<file path="src/rtl/cpu_defs.sv">
// Shared definitions for the fetch stage: reset PC, nop encoding,
// fetch FSM states, legal fetch window and the fetch queue entry.
package cpu_defs;

  localparam logic [31:0] RESET_PC_DEF = 32'h0000_3000;
  localparam logic [31:0] NOP_INSTR    = 32'h0000_0000;
  localparam logic [31:0] ADDR_LO_DEF  = 32'h0000_3000;
  localparam logic [31:0] ADDR_HI_DEF  = 32'h0000_6FFC;

  typedef enum logic [1:0] {
    S_IDLE = 2'd0,
    S_WAIT = 2'd1,
    S_DROP = 2'd2
  } fstate_e;

  typedef struct packed {
    logic        adel;
    logic [31:0] pc;
    logic [31:0] instr;
  } fq_ent_t;

  function automatic logic addr_illegal(
    input logic [31:0] a,
    input logic [31:0] lo,
    input logic [31:0] hi
  );
    return (a[1:0] != 2'b00) || (a < lo) || (a > hi);
  endfunction

endpackage

</file>
<file path="src/rtl/f_fetch_fifo.sv">
// Two-entry fetch queue. Flush beats push/pop; the insert lane
// lands after flush so an issue-edge error entry survives a redirect.
module f_fetch_fifo
  import cpu_defs::*;
(
  input  logic       clk,
  input  logic       rst_n,
  input  logic       flush_i,
  input  logic       pop_i,
  input  logic       push_i,
  input  fq_ent_t    push_data_i,
  input  logic       ins_i,
  input  fq_ent_t    ins_data_i,
  output logic [1:0] count_o,
  output fq_ent_t    head_o
);

  fq_ent_t    e0_q, e0_d;
  fq_ent_t    e1_q, e1_d;
  logic [1:0] cnt_q, cnt_d;
  logic       ovf;

  // next-state of the two slots and the occupancy count
  always_comb begin
    e0_d  = e0_q;
    e1_d  = e1_q;
    cnt_d = cnt_q;
    ovf   = 1'b0;
    if (flush_i) begin
      cnt_d = 2'd0;
    end else begin
      if (pop_i && cnt_d != 2'd0) begin
        e0_d  = e1_q;
        cnt_d = cnt_d - 2'd1;
      end
      if (push_i) begin
        unique case (cnt_d)
          2'd0: e0_d = push_data_i;
          2'd1: e1_d = push_data_i;
          default: ovf = 1'b1;
        endcase
        if (cnt_d != 2'd2) cnt_d = cnt_d + 2'd1;
      end
    end
    if (ins_i) begin
      unique case (cnt_d)
        2'd0: e0_d = ins_data_i;
        2'd1: e1_d = ins_data_i;
        default: ovf = 1'b1;
      endcase
      if (cnt_d != 2'd2) cnt_d = cnt_d + 2'd1;
    end
  end

  // queue storage
  always_ff @(posedge clk or negedge rst_n) begin
    if (!rst_n) begin
      e0_q  <= '0;
      e1_q  <= '0;
      cnt_q <= 2'd0;
    end else begin
      e0_q  <= e0_d;
      e1_q  <= e1_d;
      cnt_q <= cnt_d;
    end
  end

  assign count_o = cnt_q;
  assign head_o  = e0_q;

  a_no_ovf: assert property (
    @(posedge clk) disable iff (!rst_n) !ovf
  );

endmodule

</file>
<file path="src/rtl/f_fetch_unit.sv">
// Fetch stage: owns the PC, issues imem reads, queues up to two words.
// Optional IFU_ADEL_EN flags out-of-window or misaligned fetches.
module f_fetch_unit
  import cpu_defs::*;
#(
  parameter logic [31:0] RESET_PC = RESET_PC_DEF
`ifdef IFU_ADEL_EN
  ,
  parameter logic [31:0] ADDR_LO  = ADDR_LO_DEF,
  parameter logic [31:0] ADDR_HI  = ADDR_HI_DEF
`endif
) (
  input  logic        clk,
  input  logic        reset,
  input  logic        stall,
  input  logic        redirect_valid,
  input  logic [31:0] redirect_pc,
  output logic        imem_req,
  output logic [31:0] imem_addr,
  input  logic [31:0] imem_rdata,
  input  logic        imem_ack,
  output logic [31:0] f_instr,
  output logic [31:0] f_pc,
  output logic        f_valid,
  output logic        f_adel
);

  fstate_e     state_q, state_d;
  logic [31:0] pc_q, pc_d;
  logic [31:0] req_addr_q, req_addr_d;

  logic [1:0]  cnt;
  fq_ent_t     head;
  fq_ent_t     push_data;
  fq_ent_t     ins_data;
  logic        busy;
  logic        outst;
  logic        push_mem;
  logic        pop;
  logic        issue;
  logic        ill;
  logic        ins;
  logic [2:0]  cnt_after;
  logic [31:0] base;

  assign busy     = (state_q != S_IDLE);
  assign f_valid  = (cnt != 2'd0);
  assign pop      = f_valid & ~stall;
  assign imem_req = busy;
  assign imem_addr = req_addr_q;

  assign push_data = '{adel: 1'b0,
                       pc: req_addr_q,
                       instr: imem_rdata};
  assign ins_data  = '{adel: 1'b1,
                       pc: base,
                       instr: NOP_INSTR};

  // issue decision and FSM next state
  always_comb begin
    push_mem = (state_q == S_WAIT) & imem_ack
             & ~redirect_valid;
    outst    = busy & ~imem_ack;
    if (redirect_valid)
      cnt_after = 3'd0;
    else
      cnt_after = {1'b0, cnt} + {2'b0, push_mem}
                - {2'b0, pop};
    issue = ~outst & (cnt_after < 3'd2);
    base  = redirect_valid ? redirect_pc : pc_q;
`ifdef IFU_ADEL_EN
    ill = addr_illegal(base, ADDR_LO, ADDR_HI);
`else
    ill = 1'b0;
`endif
    ins        = 1'b0;
    state_d    = state_q;
    pc_d       = base;
    req_addr_d = req_addr_q;
    if (issue) begin
      pc_d = base + 32'd4;
      if (ill) begin
        ins     = 1'b1;
        state_d = S_IDLE;
      end else begin
        state_d    = S_WAIT;
        req_addr_d = base;
      end
    end else if (outst) begin
      state_d = redirect_valid ? S_DROP : state_q;
    end else begin
      state_d = S_IDLE;
    end
  end

  // fetch FSM, PC and request address registers
  always_ff @(posedge clk or negedge reset) begin
    if (!reset) begin
      state_q    <= S_IDLE;
      pc_q       <= RESET_PC;
      req_addr_q <= 32'd0;
    end else begin
      state_q    <= state_d;
      pc_q       <= pc_d;
      req_addr_q <= req_addr_d;
    end
  end

  f_fetch_fifo u_fifo (
    .clk         (clk),
    .rst_n       (reset),
    .flush_i     (redirect_valid),
    .pop_i       (pop),
    .push_i      (push_mem),
    .push_data_i (push_data),
    .ins_i       (ins),
    .ins_data_i  (ins_data),
    .count_o     (cnt),
    .head_o      (head)
  );

  assign f_instr = f_valid ? head.instr : NOP_INSTR;
  assign f_pc    = f_valid ? head.pc : 32'd0;
  assign f_adel  = f_valid & head.adel;

  a_inv: assert property (
    @(posedge clk) disable iff (!reset)
    ({1'b0, cnt} + {2'b0, state_q == S_WAIT}) <= 3'd2
  );

endmodule
</file>
<file path="config.mk">
export PLATFORM = sky130hd
export DESIGN_NAME = f_fetch_unit
export DESIGN_NICKNAME = d
export VERILOG_FILES = /design/src/rtl/cpu_defs.sv /design/src/rtl/f_fetch_fifo.sv /design/src/rtl/f_fetch_unit.sv
export SDC_FILE = /design/constraint.sdc
export NUM_CORES = 1
export LEC_CHECK = 0
export BUFFER_PORTS_ARGS = -buffer_cell sky130_fd_sc_hd__buf_2
export CAP_MARGIN = 20
export CELL_PAD_IN_SITES_DETAIL_PLACEMENT = 0
export CELL_PAD_IN_SITES_GLOBAL_PLACEMENT = 1
export CORE_UTILIZATION = 44
export CTS_CLUSTER_DIAMETER = 50
export CTS_CLUSTER_SIZE = 24
export DETAILED_ROUTE_END_ITERATION = 10
export PLACE_DENSITY_LB_ADDON = 0.1
export SETUP_SLACK_MARGIN = 0.15
export SLEW_MARGIN = 20
export SYNTH_ARGS = -nofsm -noshare
export SYNTH_HDL_FRONTEND = slang
export SYNTH_SLANG_ARGS = --single-unit
</file>
<file path="constraint.sdc">
create_clock -name clk -period 4.1 [get_ports clk]
set_clock_uncertainty 0.15 [all_clocks]
set_input_delay 0.205 -clock clk [delete_from_list [all_inputs] [get_ports clk]]
set_output_delay 0.205 -clock clk [all_outputs]
set_load 0.02 [all_outputs]
</file>
Word level (Yosys, flattened, before mapping). Cells that the tools add are included.

Register bits: 197. Output and inout port bits: 99. Logic and storage cells: 50.

$add $sub $neg: 5. Magnitude comparators: 1. Equal/unequal tests: 4. Muxes and demuxes: 16. Bitwise operators: 10. Reductions and logical operators: 5.

Operator list (number): $mux W65 (3); $mux W32 (4); $add A32 B3 Y32 const B (1); $mux W2 (8); $and A1 B1 Y1 (6); $eq A2 B1 Y1 const B (2); $not A1 Y1 (4); $reduce_bool A2 Y1 (2); $add A2 B1 Y3 (1); $lt A3 B2 Y1 const B (1); $mux W3 (1); $ne A3 B2 Y1 const B (1); $reduce_and A3 Y1 (1); $sub A3 B1 Y3 (1); $add A2 B1 Y2 const B (1); $logic_not A2 Y1 (1); $ne A2 B2 Y1 const B (1); $sub A2 B1 Y2 const B (1); $logic_and A1 B1 Y1 (1).

Logic depth before layout (Yosys ltp).
Depth after elaboration: 9. Gate-level depth with buffers: 14. Depth with buffers taken out: 13.

Modules after synthesis. A second synthesis with hierarchy kept.

Cells, all modules: 1415. Area, all modules: 12355.6 µm².

By module, submodules not included: f_fetch_fifo (instances 1, cells an instance 998, area an instance 8501.9 µm², sequential area each 3303.2 µm²); f_fetch_unit (instances 1, cells an instance 417, area an instance 3853.7 µm², sequential area each 1654.1 µm²).

Worst setup path before layout. No wires, ideal clock.

Path kind: register to register. From: register u_fifo.cnt_q[1], in the netlist u_fifo.count_o[1]. To: register pc_q[14]. Library setup time: 127 ps. Arrival time: 3065 ps. Required time: 3823 ps. Path slack: 757 ps. Stages on the path, launching flop included: 15. Path buffers: 1. Clock period less this slack: 3343 ps. Cells stage by stage: dfrtp_1 inv_1 ha_1 or2_2 inv_1 ha_1 inv_1 and2_1 fa_1 nand2b_1 o221ai_1 or4b_4 buf_6 a221oi_2 xnor2_1.

Word-level cells in the longest chain between the ends: 7. Elaborated cells on any way between the ends: 8.

RTL lines: start, declared (RTL line f_fetch_fifo.sv:20) `logic [1:0] cnt_q, cnt_d;`; start signal, assigned (RTL line f_fetch_fifo.sv:64) `cnt_q <= cnt_d;`; branches (longest 2 deep; another with $add A2 B1 Y3); $sub A3 B1 Y3 * (RTL line f_fetch_unit.sv:68) `- {2'b0, pop};`; $mux W3 * (RTL line f_fetch_unit.sv:64) `if (redirect_valid)`; $lt A3 B2 Y1 * (RTL line f_fetch_unit.sv:69) `issue = ~outst & (cnt_after < 3'd2);`; $and A1 B1 Y1 * (RTL line f_fetch_unit.sv:69); $mux W32 * (RTL line f_fetch_unit.sv:80) `if (issue) begin`; via pc_d[14] (RTL line f_fetch_unit.sv:29) `logic [31:0] pc_q, pc_d;`; end signal, assigned (RTL line f_fetch_unit.sv:104) `pc_q <= pc_d;`; end, declared (RTL line f_fetch_unit.sv:29).

Mark *: on every way through the listed nets, which the timed path passes. A chain may end at the register's enable or synchronous reset.

Worst setup path in the final report.
From: register u_fifo.cnt_q[1], in the netlist u_fifo.count_o[1]. To: register pc_q[28].

Same word-level chain as after synthesis.

==> metrics.yaml <==
global_route:
  grt_max_degree: 104
  antenna_found_initial: 0
  grt-ovfl-total: 0
  track_usage_pct: 20.1
  grt_pass1_vias: 6436
  grt_pass1_wl_um: 34300
setup_path:
  cp_max_fo: 11
  path_class: "flop to flop"
  critPathBufInv: 3
  crit_arrival_ps: 3880
  cpMaxStageDelayCell: "or4b_4"
  cp_cell_sequence: "inv_1 -> ha_2 -> or2_2 -> inv_1 -> ha_1 -> inv_1 -> and2_1 -> fa_1 -> xor2_1 -> o221ai_4 -> or4b_4 -> nor4b_2 -> xnor2_1"
  cp_top_family: "simple AND/OR/NAND/NOR gates"
  endpoint_kind: "flop"
  crit_top_cell: "inv_1"
  critPathMaxStageDelay_ps: 700
  cp-start-kind: "flop"
  required_ps: 4310
placed_design:
  portBuffers: 167
  dp_hpwl_um: 14100
  place.gp.congestion: 0.787
  placedInstanceArea_um2: 10400
synthesis:
  ys_seq_area_share_pct: 52.7
  yosysWarningCount: 0
  ys_types: 50
  avgSynthCellArea_um2: 11.2
  netlist_area_um2: 9360
  ys_seq_elements: 197
  synth-edff-count: 0
  ys.flop_type: "dfrtp_1"
  netlist.area_leader.share_pct: 52.1
  async_flop_share_pct: 100
  yosys.area.top_type: "dfrtp_1"
  synth_fp_nets: 909
  ys_top_cells_by_area: "dfrtp_1 52%, mux2i_1 9.3%, mux2_2 8.2%"
  syn_inst: 833
clocking:
  cts_tree: "yes"
  ctsHoldBuffers: 52
  insertion_delay_ps: 430
  cts_setup_buffers: 0
  h-tree-depth: 4
  numCtsBuffers: 17
  clockRootBuffer: "clkbuf_16"
  cts_buffer_depth: 2
  cts_sinks: 197
  cts_resized: 0
  clk_transition_reported_paths_ps: 80
timing:
  period_share_pct: 89.6
  hold_viol: 0
  rsz0062_at_grt: "false"
  tightest_slew_ps: 861
  slew_headroom_pct: 42.6
  tns_ps: 0
  drv_slew: 0
  fin_crit_ps: 3670
  setup_viol: 0
  fmax_mhz: 272
power:
  p_leak_nw: 5.61
  power_density_nw_per_um2: 750
  max-vdd-ir-drop_v: 0.000366
cells_and_area:
  drive_gt1_share_pct: 29.5
  areaGrowthSynthToFinish_pct: 23.3
  final_cell_area_um2: 11500
  num-nets-final: 1107
  diodes: 0
  register_area_um2: 4930
  layout_common_cells: "195 x dfrtp_1, 165 x buf_2, 87 x mux2i_1, 79 x a21oi_1, 78 x nor2_1"
  layout_commonest_cell: "dfrtp_1"
  post-route-util_pct: 56.1
  fillers: 1905
  multi_input_area_um2: 4150
floorplan:
  start_util_pct: 45.5
  core_area_um2: 20600
  die-width_um: 148
  num_rows: 52
  die_area_um2: 21900
  io_pins: 168
  die_h_um: 148
detailed_routing:
  wl_per_cell_um: 16.0
  ant_nets: 0
  first_pass_iters: 5
  vias: 6587
  drc: 0
  drtIter0Drc: 302
  routed_via_density: 5.01
  routed_wirelength_um: 21000
flow_run:
  max_cap_viol_count: 0
hold_path:
  min_path_type: "input pin to flop"
status:
  status: "completed"
-- worst min-delay path: stages --
cell and delay [ps]:
buf_2 90, mux2i_1 120, a21oi_1 150
-- cells in the mapped netlist, types with 2 or more instances --
master    count
nand3b_1      6
buf_2        28
ha_1          6
nor3_2        4
mux2_2       68
inv_1        12
nor3_1        4
mux2i_1      87
nor2b_1      74
a32oi_1       4
xnor2_1      23
buf_6         2
xor2_1        7
nand3b_4      3
nand4_1       3
o21ai_0      32
nor2_1       78
buf_8         2
clkbuf_1     21
a32o_1        4
nand4b_1      3
a21oi_1      80
nor4_2        2
a22oi_1       3
nand2b_1      3
nand2_1      43
nand3_2       2
nor3b_2       2
nand3_1      11
dfstp_2       2
dfrtp_1     195
-- power breakdown --
group	internal, W	switching (W)	total [W]
clock	0.000864	0.000799	0.00166
combinational	0.00149	0.00219	0.00368
sequential	0.00280	0.000503	0.00331
total	0.00516	0.00349	0.00865
-- sequential cells by signal (all words and copies together), names as in the netlist --
| register | count |
|---|---|
| u_fifo.count_o | 2 |
| state_q | 2 |
| pc_q | 32 |
| imem_addr | 32 |
| u_fifo.e1_q | 64 |
| u_fifo.head_o | 65 |
-- kinds of logic after synthesis --
group	share of synthesized area (%)
AO/OA/AOI/OAI	8.14
XOR/XNOR	2.81
adder cells (fa/ha/maj)	1.02
buffers and inverters	3.38
flip-flops	52.7
multiplexers	17.5
AND/OR/NAND/NOR	14.5
-- layer usage --
layer / track usage [%] / routed length [um]
met4: 5.72 / 226
met2: 30.9 / 9200
met1: 29.6 / 10900
met3: 2.93 / 734
met5: 0 / 0
-- stage by stage --
| step | instances | hold slack, ps | setup slack, ps | power (W) |
|---|---|---|---|---|
| after floorplan | 833 | -241 | 757 | 0.00589 |
| after detailed placement | 1230 | 228 | 398 | 0.00704 |
| after CTS | 1314 | 9.76 | 392 | 0.00878 |
| after global routing | 1314 | 46.8 | 190 | 0.00932 |
| after global placement | 1230 | 224 | 481 | 0.00698 |
| final | 1314 | 19.4 | 427 | 0.00865 |
-- path summary, 6_finish.rpt --
check | slack, ps | from | cells past startpoint | endpoint
worst max-delay path | 430 | u_fifo.count_o[1] | 13 | pc_q[28]
worst min-delay path | 20 | redirect_pc[3] | 3 | pc_q[3]
worst max register to register | 430 | u_fifo.count_o[1] | 13 | pc_q[28]
worst min register to register | 350 | pc_q[1] | 1 | pc_q[1]
max in group asynchronous | 2520 | reset | 3 | u_fifo.head_o[19]
min in group asynchronous | 280 | reset | 2 | u_fifo.e1_q[8]
-- cell type report --
| cell class | instances | area share (%) |
|---|---|---|
| clock buffers | 17 | 3.69 |
| clock inverters | 15 | 1.39 |
| inverters | 12 | 0.390 |
| multi-input cells | 571 | 36.0 |
| flip-flops and latches | 197 | 42.7 |
| well taps | 270 | 2.93 |
| repair buffers | 232 | 12.9 |
Power figures use the tool's default switching activity.
